**src/rtl/spi_peripheral.sv**
```systemverilog
// SPI responder: synchronizes the external SPI pins into the clk domain,
// shifts a buffered tx word out on poci and assembles received frames of
// 1-8 bytes (MSB first) into a zero-extended parallel word.
module spi_peripheral #(
    parameter int unsigned DATA_WIDTH  = 64,
    parameter int unsigned SYNC_STAGES = 2
) (
    input  logic                  clk,
    input  logic                  sync_rst_n,
    input  logic [1:0]            spi_mode,
    input  logic [2:0]            byte_sel,
    input  logic [DATA_WIDTH-1:0] tx_data,
    input  logic                  tx_valid,
    output logic                  tx_ready,
    output logic [DATA_WIDTH-1:0] rx_data,
    output logic                  rx_valid,
    output logic                  frame_err,
    output logic                  tx_underrun,
    output logic                  busy,
    input  logic                  s_clk,
    input  logic                  s_cs_n,
    input  logic                  copi,
    output logic                  poci,
    output logic                  poci_oe
);

    typedef enum logic [1:0] {
        IDLE   = 2'd0,
        ACTIVE = 2'd1,
        DONE   = 2'd2
    } state_t;

    localparam logic [6:0] DW_L = 7'(DATA_WIDTH);

    state_t                  state_q, state_d;
    logic [SYNC_STAGES-1:0]  sclk_sync_q, cs_sync_q, copi_sync_q, vld_q;
    logic                    sclk_prev_q;
    logic                    armed_q, armed_d;
    logic                    cpol_q, cpol_d, cpha_q, cpha_d;
    logic [6:0]              nbits_q, nbits_d, cnt_q, cnt_d;
    logic [DATA_WIDTH-1:0]   tx_shift_q, tx_shift_d, rx_shift_q, rx_shift_d;
    logic [DATA_WIDTH-1:0]   buf_q, buf_d, rx_data_q, rx_data_d;
    logic                    buf_full_q, buf_full_d;
    logic                    poci_q, poci_d;
    logic                    rx_valid_q, rx_valid_d;
    logic                    frame_err_q, frame_err_d;
    logic                    tx_underrun_q, tx_underrun_d;

    logic                    sclk_s, cs_s, copi_s;
    logic                    edge_w, lead_w, trail_w, sample_w, shift_w;
    logic [6:0]              nbits_new;
    logic [DATA_WIDTH-1:0]   tx_word;

    assign sclk_s = sclk_sync_q[SYNC_STAGES-1];
    assign cs_s   = cs_sync_q[SYNC_STAGES-1];
    assign copi_s = copi_sync_q[SYNC_STAGES-1];

    // Synchronizer chains, reset to the idle pin levels; vld_q marks when
    // the chain output reflects real pin samples rather than reset values.
    always_ff @(posedge clk or negedge sync_rst_n) begin
        if (!sync_rst_n) begin
            sclk_sync_q <= '0;
            cs_sync_q   <= '1;
            copi_sync_q <= '0;
            vld_q       <= '0;
            sclk_prev_q <= 1'b0;
        end else begin
            sclk_sync_q <= {sclk_sync_q[SYNC_STAGES-2:0], s_clk};
            cs_sync_q   <= {cs_sync_q[SYNC_STAGES-2:0], s_cs_n};
            copi_sync_q <= {copi_sync_q[SYNC_STAGES-2:0], copi};
            vld_q       <= {vld_q[SYNC_STAGES-2:0], 1'b1};
            sclk_prev_q <= sclk_s;
        end
    end

    // Next-state logic for the frame FSM, shifters and transmit buffer.
    always_comb begin
        state_d       = state_q;
        cpol_d        = cpol_q;
        cpha_d        = cpha_q;
        nbits_d       = nbits_q;
        cnt_d         = cnt_q;
        tx_shift_d    = tx_shift_q;
        rx_shift_d    = rx_shift_q;
        buf_d         = buf_q;
        buf_full_d    = buf_full_q;
        rx_data_d     = rx_data_q;
        poci_d        = poci_q;
        rx_valid_d    = 1'b0;
        frame_err_d   = 1'b0;
        tx_underrun_d = 1'b0;
        tx_word       = '0;

        // A frame may only start after chip select has been seen high, so a
        // frame already in progress across a reset is ignored.
        armed_d = armed_q | (vld_q[SYNC_STAGES-1] & cs_s);

        edge_w   = sclk_s ^ sclk_prev_q;
        lead_w   = edge_w & (sclk_s != cpol_q);
        trail_w  = edge_w & (sclk_s == cpol_q);
        sample_w = cpha_q ? trail_w : lead_w;
        shift_w  = cpha_q ? lead_w : trail_w;

        nbits_new = {({1'b0, byte_sel} + 4'd1), 3'b000};
        if (nbits_new > DW_L) begin
            nbits_new = DW_L;
        end

        unique case (state_q)
            IDLE: begin
                if (armed_q && !cs_s) begin
                    state_d    = ACTIVE;
                    armed_d    = 1'b0;
                    cpol_d     = spi_mode[0];
                    cpha_d     = spi_mode[1];
                    nbits_d    = nbits_new;
                    cnt_d      = '0;
                    rx_shift_d = '0;
                    if (buf_full_q) begin
                        tx_word    = buf_q << (DW_L - nbits_new);
                        buf_full_d = 1'b0;
                    end else begin
                        tx_underrun_d = 1'b1;
                    end
                    if (!spi_mode[1]) begin
                        poci_d     = tx_word[DATA_WIDTH-1];
                        tx_shift_d = tx_word << 1;
                    end else begin
                        poci_d     = 1'b0;
                        tx_shift_d = tx_word;
                    end
                end
            end
            ACTIVE: begin
                if (cs_s) begin
                    state_d     = IDLE;
                    frame_err_d = 1'b1;
                    poci_d      = 1'b0;
                end else begin
                    if (sample_w) begin
                        rx_shift_d = {rx_shift_q[DATA_WIDTH-2:0], copi_s};
                        cnt_d      = cnt_q + 7'd1;
                        if (cnt_d == nbits_q) begin
                            state_d    = DONE;
                            rx_data_d  = rx_shift_d;
                            rx_valid_d = 1'b1;
                        end
                    end
                    if (shift_w) begin
                        poci_d     = tx_shift_q[DATA_WIDTH-1];
                        tx_shift_d = tx_shift_q << 1;
                    end
                end
            end
            DONE: begin
                if (cs_s) begin
                    state_d = IDLE;
                    poci_d  = 1'b0;
                end
            end
            default: state_d = IDLE;
        endcase

        if (tx_valid && tx_ready) begin
            buf_d      = tx_data;
            buf_full_d = 1'b1;
        end
    end

    // State and datapath registers.
    always_ff @(posedge clk or negedge sync_rst_n) begin
        if (!sync_rst_n) begin
            state_q       <= IDLE;
            armed_q       <= 1'b0;
            cpol_q        <= 1'b0;
            cpha_q        <= 1'b0;
            nbits_q       <= '0;
            cnt_q         <= '0;
            tx_shift_q    <= '0;
            rx_shift_q    <= '0;
            buf_q         <= '0;
            buf_full_q    <= 1'b0;
            rx_data_q     <= '0;
            poci_q        <= 1'b0;
            rx_valid_q    <= 1'b0;
            frame_err_q   <= 1'b0;
            tx_underrun_q <= 1'b0;
        end else begin
            state_q       <= state_d;
            armed_q       <= armed_d;
            cpol_q        <= cpol_d;
            cpha_q        <= cpha_d;
            nbits_q       <= nbits_d;
            cnt_q         <= cnt_d;
            tx_shift_q    <= tx_shift_d;
            rx_shift_q    <= rx_shift_d;
            buf_q         <= buf_d;
            buf_full_q    <= buf_full_d;
            rx_data_q     <= rx_data_d;
            poci_q        <= poci_d;
            rx_valid_q    <= rx_valid_d;
            frame_err_q   <= frame_err_d;
            tx_underrun_q <= tx_underrun_d;
        end
    end

    assign tx_ready    = ~buf_full_q;
    assign rx_data     = rx_data_q;
    assign rx_valid    = rx_valid_q;
    assign frame_err   = frame_err_q;
    assign tx_underrun = tx_underrun_q;
    assign busy        = (state_q != IDLE);
    assign poci_oe     = (state_q != IDLE);
    assign poci        = poci_q;

endmodule

```
**config.mk**
```make
export PLATFORM = sky130hd
export DESIGN_NAME = spi_peripheral
export DESIGN_NICKNAME = d
export VERILOG_FILES = /design/src/rtl/spi_peripheral.sv
export SDC_FILE = /design/constraint.sdc
export NUM_CORES = 1
export LEC_CHECK = 0
export CORE_ASPECT_RATIO = 0.75
export CORE_MARGIN = 5
export CORE_UTILIZATION = 59
export CTS_BUF_LIST = sky130_fd_sc_hd__clkbuf_8
export DETAILED_ROUTE_END_ITERATION = 8
export PLACE_DENSITY = 0.82
export REMOVE_ABC_BUFFERS = 1
export SLEW_MARGIN = 20
export SYNTH_ARGS = -nofsm -noshare
export SYNTH_HDL_FRONTEND = slang
export SYNTH_SLANG_ARGS = --single-unit
```
**constraint.sdc**
```tcl
create_clock -name clk -period 3.6 [get_ports clk]
set_clock_uncertainty 0.15 [all_clocks]
set_input_delay 0.72 -clock clk [delete_from_list [all_inputs] [get_ports clk]]
set_output_delay 0.72 -clock clk [all_outputs]
set_load 0.02 [all_outputs]
```
=== Word level (Yosys, flattened, before mapping) ===
Cells that the tools add are included.

* Add/subtract/negate cells: 3
* Order comparisons: 1
* Equal/unequal tests: 13
* Shift-type cells: 1
* Mux-type cells: 43
* Bitwise logic cells: 7
* Reduce and logical (&&, ||, !) cells: 16

{| class="wikitable"
|+ Operators with widths
! cell !! count
|-
| 64-bit 2-to-1 mux || 5
|-
| 63-bit 2-to-1 mux || 3
|-
| 64-bit case mux with 2 select lines || 1
|-
| 63-bit case mux with 2 select lines || 1
|-
| 64-bit by 7-bit << shifter with 64-bit output || 1
|-
| 7-bit 2-to-1 mux || 4
|-
| 1-bit 2-to-1 mux || 21
|-
| 4-bit AND reduction || 5
|-
| 7-bit case mux with 2 select lines || 1
|-
| 2-bit 2-to-1 mux || 5
|-
| 2-bit != test (second input constant) || 5
|-
| 3-bit != test (second input constant) || 3
|-
| 2-bit nonzero test || 4
|-
| 7-bit by 1-bit adder with 7-bit output (second input constant) || 1
|-
| 7-bit equality test || 1
|-
| 7-bit > comparator (second input constant) || 1
|-
| 7-bit subtractor (first input constant) || 1
|-
| 2-bit case mux with 3 select lines || 1
|-
| 3-bit by 1-bit adder with 4-bit output (second input constant) || 1
|-
| 2-bit AND reduction || 2
|-
| 1-bit bitwise AND || 3
|-
| 1-bit case mux with 3 select lines || 1
|-
| 3-bit nonzero test || 1
|-
| 2-bit by 1-bit equality test with 1-bit output (second input constant) || 1
|-
| other kinds (9) || 11
|}

* Register bits after elaboration: 288
* Input port bits: 75
* Output and inout bits: 71
* Logic and storage cells: 104

=== Depth between registers and ports, before layout ===
* Word-level depth: 9
* Depth in mapped cells: 15
* Depth with buffers taken out: 10

=== Least setup slack after synthesis ===
No wires, ideal clock.

* Kind: input-to-reg
* Start: in byte_sel[0]
* End: reg tx_shift_q[35]
* Setup time: 127 ps
* Arrival time: 3,653 ps
* Data required time: 3,323 ps
* Setup slack: -330 ps
* Cell stages on the path: 14
* Buffers on the path: 6
* Cells stage by stage: buf_2 > clkbuf_1 > clkbuf_1 > nand3_1 > o21ai_0 > ha_1 > clkbuf_1 > buf_2 > buf_2 > mux2i_1 > mux2i_1 > mux2_2 > a221oi_1 > nor2_1

* Cells in the longest elaborated chain, start to end: 9

{| class="wikitable"
|+ RTL lines
! element !! RTL line !! RTL
|-
| start, declared || 11 || <nowiki>input logic [2:0] byte_sel,</nowiki>
|-
| 3-bit by 1-bit adder with 4-bit output * || 104 || <nowiki>nbits_new = {({1'b0, byte_sel} + 4'd1), 3'b000};</nowiki>
|-
| 7-bit > comparator || 105 || <nowiki>if (nbits_new > DW_L) begin</nowiki>
|-
| 7-bit 2-to-1 mux * || 105 ||
|-
| 7-bit subtractor * || 120 || <nowiki>tx_word = buf_q << (DW_L - nbits_new);</nowiki>
|-
| 64-bit by 7-bit << shifter with 64-bit output * || 120 ||
|-
| 64-bit 2-to-1 mux * || 119 || <nowiki>if (buf_full_q) begin</nowiki>
|-
| 64-bit 2-to-1 mux * || 125 || <nowiki>if (!spi_mode[1]) begin</nowiki>
|-
| 64-bit 2-to-1 mux * || 111 || <nowiki>if (armed_q && !cs_s) begin</nowiki>
|-
| 64-bit case mux with 2 select lines * || 109 || <nowiki>unique case (state_q)</nowiki>
|-
| end signal, assigned || 195 || <nowiki>tx_shift_q <= tx_shift_d;</nowiki>
|-
| end, declared || 41 || <nowiki>logic [DATA_WIDTH-1:0] tx_shift_q, tx_shift_d, rx_shift_q, rx_shift_d;</nowiki>
|}

Mark *: on every way between the ends. The rest lies on a longest branch, timed or not. The select of a mux whose other input is x is not followed.
A chain may end at the register's enable or synchronous reset.

=== Worst setup path after layout ===
* Start: in byte_sel[1]
* End: reg tx_shift_q[52]

Same word-level chain as after synthesis.

==> impl_metrics.json <==
{
  "io_buffer_count": 145,
  "critPathLaunch": "byte_sel[1]",
  "synth_area_leaders": "dfrtp_1, mux2_2, mux2i_1",
  "drt_iter0_markers": 1243,
  "arrival_ps": 3690,
  "critPathRequiredTime_ps": 3900,
  "htreeDepth": 2,
  "synth_top_area_cell": "dfrtp_1",
  "clock-root-buffer": "clkbuf_8",
  "antenna_found_initial": 1,
  "ios": 146,
  "cts_buffer_depth": 3,
  "syn_area_per_cell_um2": 11.6,
  "maxCapViolCount": 0,
  "busiest_layer": "met2",
  "ant_nets": 0,
  "power_density_nw_per_um2": 707,
  "drc_errors": 0,
  "crit_fanout": 13,
  "status": "completed",
  "critical_path_class": "primary input to flop",
  "min_path_type": "primary input to asynchronous set/reset pin",
  "dp.cells": 1637,
  "cts_buffers": 44,
  "final-setup-viol-count": 0,
  "synth-seq-cells": 285,
  "vias": 10681,
  "drt-total-wl_mm": 36.1,
  "syn_area_um2": 14100,
  "die_w_um": 188,
  "period_minus_slack_ps": 3390,
  "grt_pass1_vias": 10917,
  "cpPeakStageDelay_ps": 560,
  "grt.total_usage_pct": 26.4,
  "clk-insertion-delay-late_ps": 570,
  "slowest_stage": "clkdlybuf4s50_1",
  "grt_max_degree": 100,
  "worstRegToRegCells": 8,
  "rsz0062_at_grt": "no",
  "rr_startpoint": "cnt_q[0]$_DFFE_PN0P_",
  "gp_congestion": 0.949,
  "wire_per_inst_um": 21.1,
  "start_util_pct": 60.5,
  "cts_tree": "done",
  "pre_cts_slack_ps": -379,
  "netlist_instances": 1208,
  "post-synth-top-count-cell": "dfrtp_1",
  "timing.fmax_mhz": 295,
  "tightest_slew_ps": 989,
  "ys_top_cells_by_count": "dfrtp_1, nor2_1, mux2_2",
  "syn_to_final_growth_pct": 21.9,
  "rows": 48,
  "hpwl_mm": 23.9,
  "tns_ps": 0,
  "synth_top_area_share_pct": 50.4,
  "final_hold_viol_count": 0,
  "fin_cells": 1713,
  "start_kind": "primary input",
  "cp-endpoint": "tx_shift_q[52]$_DFFE_PN0P_",
  "slew_headroom_pct": 33.7,
  "grt_pass1_wl_mm": 58.3,
  "clk_pin_slew_ps": 60,
  "synth.distinct_cells": 68,
  "layout-drive-gt1-share_pct": 23.5,
  "hold_ws_ps": 46.5,
  "grtUsageMet1_pct": 38.6,
  "fin_ws_ps": 209,
  "ir_worst_vdd_uv": 412,
  "core-area_um2": 23200,
  "synthArstFlopShare_pct": 100,
  "antenna_cells": 0,
  "layout.nets": 1467,
  "vias_per_cell": 6.24,
  "crit_chain": "clkdlybuf4s50_1, ha_1, and2_1, o21ai_0, buf_4, ha_4, buf_8, mux2_2, a21oi_1, nand2_1, nor3b_1, o32a_1",
  "grt_use_met3_pct": 5.88,
  "grt_overflow": 0,
  "fin_crit_sh_pct": 94.2,
  "die_height_um": 144,
  "p_leak_nw": 7.68,
  "maxSlewViolCount": 0,
  "synth_edf_count": 0,
  "cp-end-kind": "flop",
  "r2r_setup_slack_ps": 640,
  "post-route-util_pct": 73.7,
  "drtPass1Iterations": 6,
  "synthFlopType": "dfrtp_1",
  "gr-usage-met2_pct": 39.6,
  "die_area_um2": 27000,
  "r2r-end": "rx_data[10]$_DFFE_PN0P_",
  "clock_sinks": 285,
  "ys_seq_area_share_pct": 50.8,
  "yosysWarnings": 0
}
## how the worst min path moves through the flow
stage	startpoint	to	slack (ps)	cells after the start
floorplan	copi_sync_q[0]$_DFF_PN0_	copi_sync_q[1]$_DFF_PN0_	180	0
global placement	vld_q[0]$_DFF_PN0_	vld_q[1]$_DFF_PN0_	180	0
detailed placement	copi_sync_q[0]$_DFF_PN0_	copi_sync_q[1]$_DFF_PN0_	190	0
CTS	sync_rst_n	rx_data[46]$_DFFE_PN0P_	70	1
global route	sync_rst_n	rx_data[46]$_DFFE_PN0P_	90	1
finish	sync_rst_n	rx_data[46]$_DFFE_PN0P_	50	1
## stage by stage
stage	area [um2]	power, mW
after floorplan	13600	7.48
after global placement	16200	9.08
after detailed placement	16200	9.26
after CTS	17100	12.1
after global routing	17100	12.8
final	17100	12.1
## registers in the layout, summed over array words and instances, names as in the netlist, 2 cells and up
signal	flops
buf_q	64
rx_data	64
tx_shift_q	64
rx_shift_q	63
cnt_q	7
nbits_q	4
copi_sync_q	2
cs_sync_q	2
sclk_sync_q	2
state_q	2
vld_q	2
## critical path, delay by kind of cell
kind	cells	cell delay, ps
simple gates	3	380
fa+ha+maj	2	630
buf+inv	3	930
mux	1	360
compound gates	3	650
## report_power, final
group / internal (mW) / switching [mW] / total, mW
sequential: 4.03 / 0.723 / 4.76
combinational: 2.09 / 2.51 / 4.60
clock: 1.49 / 1.26 / 2.75
total: 7.62 / 4.49 / 12.1
## cells by family after synthesis
group	count (synthesis)	synth area share, %
compound gates	281	14.3
xor+xnor	10	0.677
fa+ha+maj	8	0.712
buf+inv	113	3.93
flops	285	50.8
mux	254	21.3
other cells	1	0.0267
simple gates	256	8.33
## timing repair
item,4_1_cts,5_1_grt
buffers inserted,0,1
hold endpoints to repair,0,0
resized for setup,0,1
endpoints found under the setup margin,0,4
hold buffers,0,0
## layout make-up
| cell class | instances | area, um2 |
|---|---|---|
| fill | 1542 | 6110 |
| multi-input combinational | 810 | 6430 |
| clock buffer | 57 | 785 |
| tap | 300 | 375 |
| sequential | 285 | 7130 |
| clock inverter | 18 | 111 |
| inverter | 15 | 56.3 |
| timing repair buffer | 228 | 2240 |
## per-layer routing
layer | share of wire, % | vias to the layer above
li1 | - | 4772
met4 | 2.7 | 4
met3 | 9.0 | 103
met1 | 44 | 5264
met2 | 44 | 538
met5 | 0.27 | -
## cells in the final DEF (no fill, tap or decap), types with 22 or more instances in the layout
cell type / count
dfrtp_1: 283
clkdlybuf4s50_1: 143
nor2_1: 107
mux2_2: 107
mux2i_1: 92
o21ai_0: 73
a22o_1: 69
buf_4: 69
nand2_1: 67
clkbuf_8: 57
mux2_4: 49
a21oi_1: 34
inv_1: 28
a221oi_1: 22
Note: power is estimated with default switching activity, not from simulation.
==> edit: new RTL, same settings <==
The 3 states of `state_t` get a one-hot encoding in 3 bits.
--- a/src/rtl/spi_peripheral.sv
+++ b/src/rtl/spi_peripheral.sv
@@ -24,10 +24,10 @@
     output logic                  poci_oe
 );
 
-    typedef enum logic [1:0] {
-        IDLE   = 2'd0,
-        ACTIVE = 2'd1,
-        DONE   = 2'd2
+    typedef enum logic [2:0] {
+        IDLE   = 3'b001,
+        ACTIVE = 3'b010,
+        DONE   = 3'b100
     } state_t;
 
     localparam logic [6:0] DW_L = 7'(DATA_WIDTH);
Function: no difference found for any inputs over 4 cycles, from zero or initial values and one cycle with sync_rst_n low; so few cycles prove little.
==> edit against the unedited design <==
  * Non-clock buffer count is 14 higher
  * Synthesized area down 1.6%
  * Sequential cell count is 1 higher
  * Worst setup slack worse by 0.047 ns
  * Wire length up 7.0%
  * Cell area is 0.24% lower
  * Power decreased by 9.5%
  * Largest cell class unchanged
  * Largest power group unchanged
==> edit: results <==
[synthesis]
synthAdderAreaFrac_pct = 0.452
netlist_top_cells_count = "dfrtp_1, nor2_1, mux2_2"
synth_cell_types = 69
synthXorXnorAreaFrac_pct = 0.742
ys_seq_area_share_pct = 51.8

[route]
drtIter0Drc = 1288
wl_met2_um = 17000

[cells_and_area]
clk_share_pct = 5.56
fill_cells = 1599
nFlopsAndLatches = 286
diodes = 1
layout.comb_gates.multi_input = 828

[placed_design]
place_area_um2 = 16100
place.gp.congestion = 0.984

[sta]
worstMarginPinSlew_ns = 0.900

[hold_path]
hp-class = "flop to flop"

[power]
peakVddDrop_uv = 419
power.leakage_nw = 7.61

[clocking]
cts_buffers = 45

[global_route]
use_met2_pct = 43.4
grt_util_all_layers_pct = 28.8
grt_pass1_wl_um = 62100
grtUsageMet3_pct = 8.36

[worst_setup_path]
cp_max_fo = 19
path_delay_family = "compound AO/OA/AOI/OAI gates"
rr_worst_depth = 6

[run_status]
status = "finished clean"
==> edit: path summary, 6_finish.rpt <==
| path | from | endpoint | slack [ns] |
|---|---|---|---|
| setup / recovery | byte_sel[1] | tx_shift_q[40] | 0.16 |
| hold / removal | copi_sync_q[0] | copi_sync_q[1] | 0.20 |
| setup reg to reg | state_q[2] | rx_data[3] | 0.72 |
| hold reg to reg | copi_sync_q[0] | copi_sync_q[1] | 0.20 |
| max in group asynchronous | sync_rst_n | buf_q[42] | 1.80 |
| min in group asynchronous | sync_rst_n | rx_shift_q[39] | 0.57 |
==> edit: per-stage QoR <==
stage	total power, mW	TNS [ns]	hold slack (ns)
6_report	11.0	0	0.202
4_1_cts	10.9	0	0.205
2_1_floorplan	6.50	-152.87	0.181
3_5_place_dp	8.01	-11.55	0.187
5_1_grt	11.5	0	0.213
3_3_place_gp	7.90	-5.13	0.183
==> edit: report_power, final <==
group          switching [mW]  internal [mW]
clock network            1.31           1.56
registers               0.737           3.94
logic                    1.74           1.67
total                    3.78           7.17
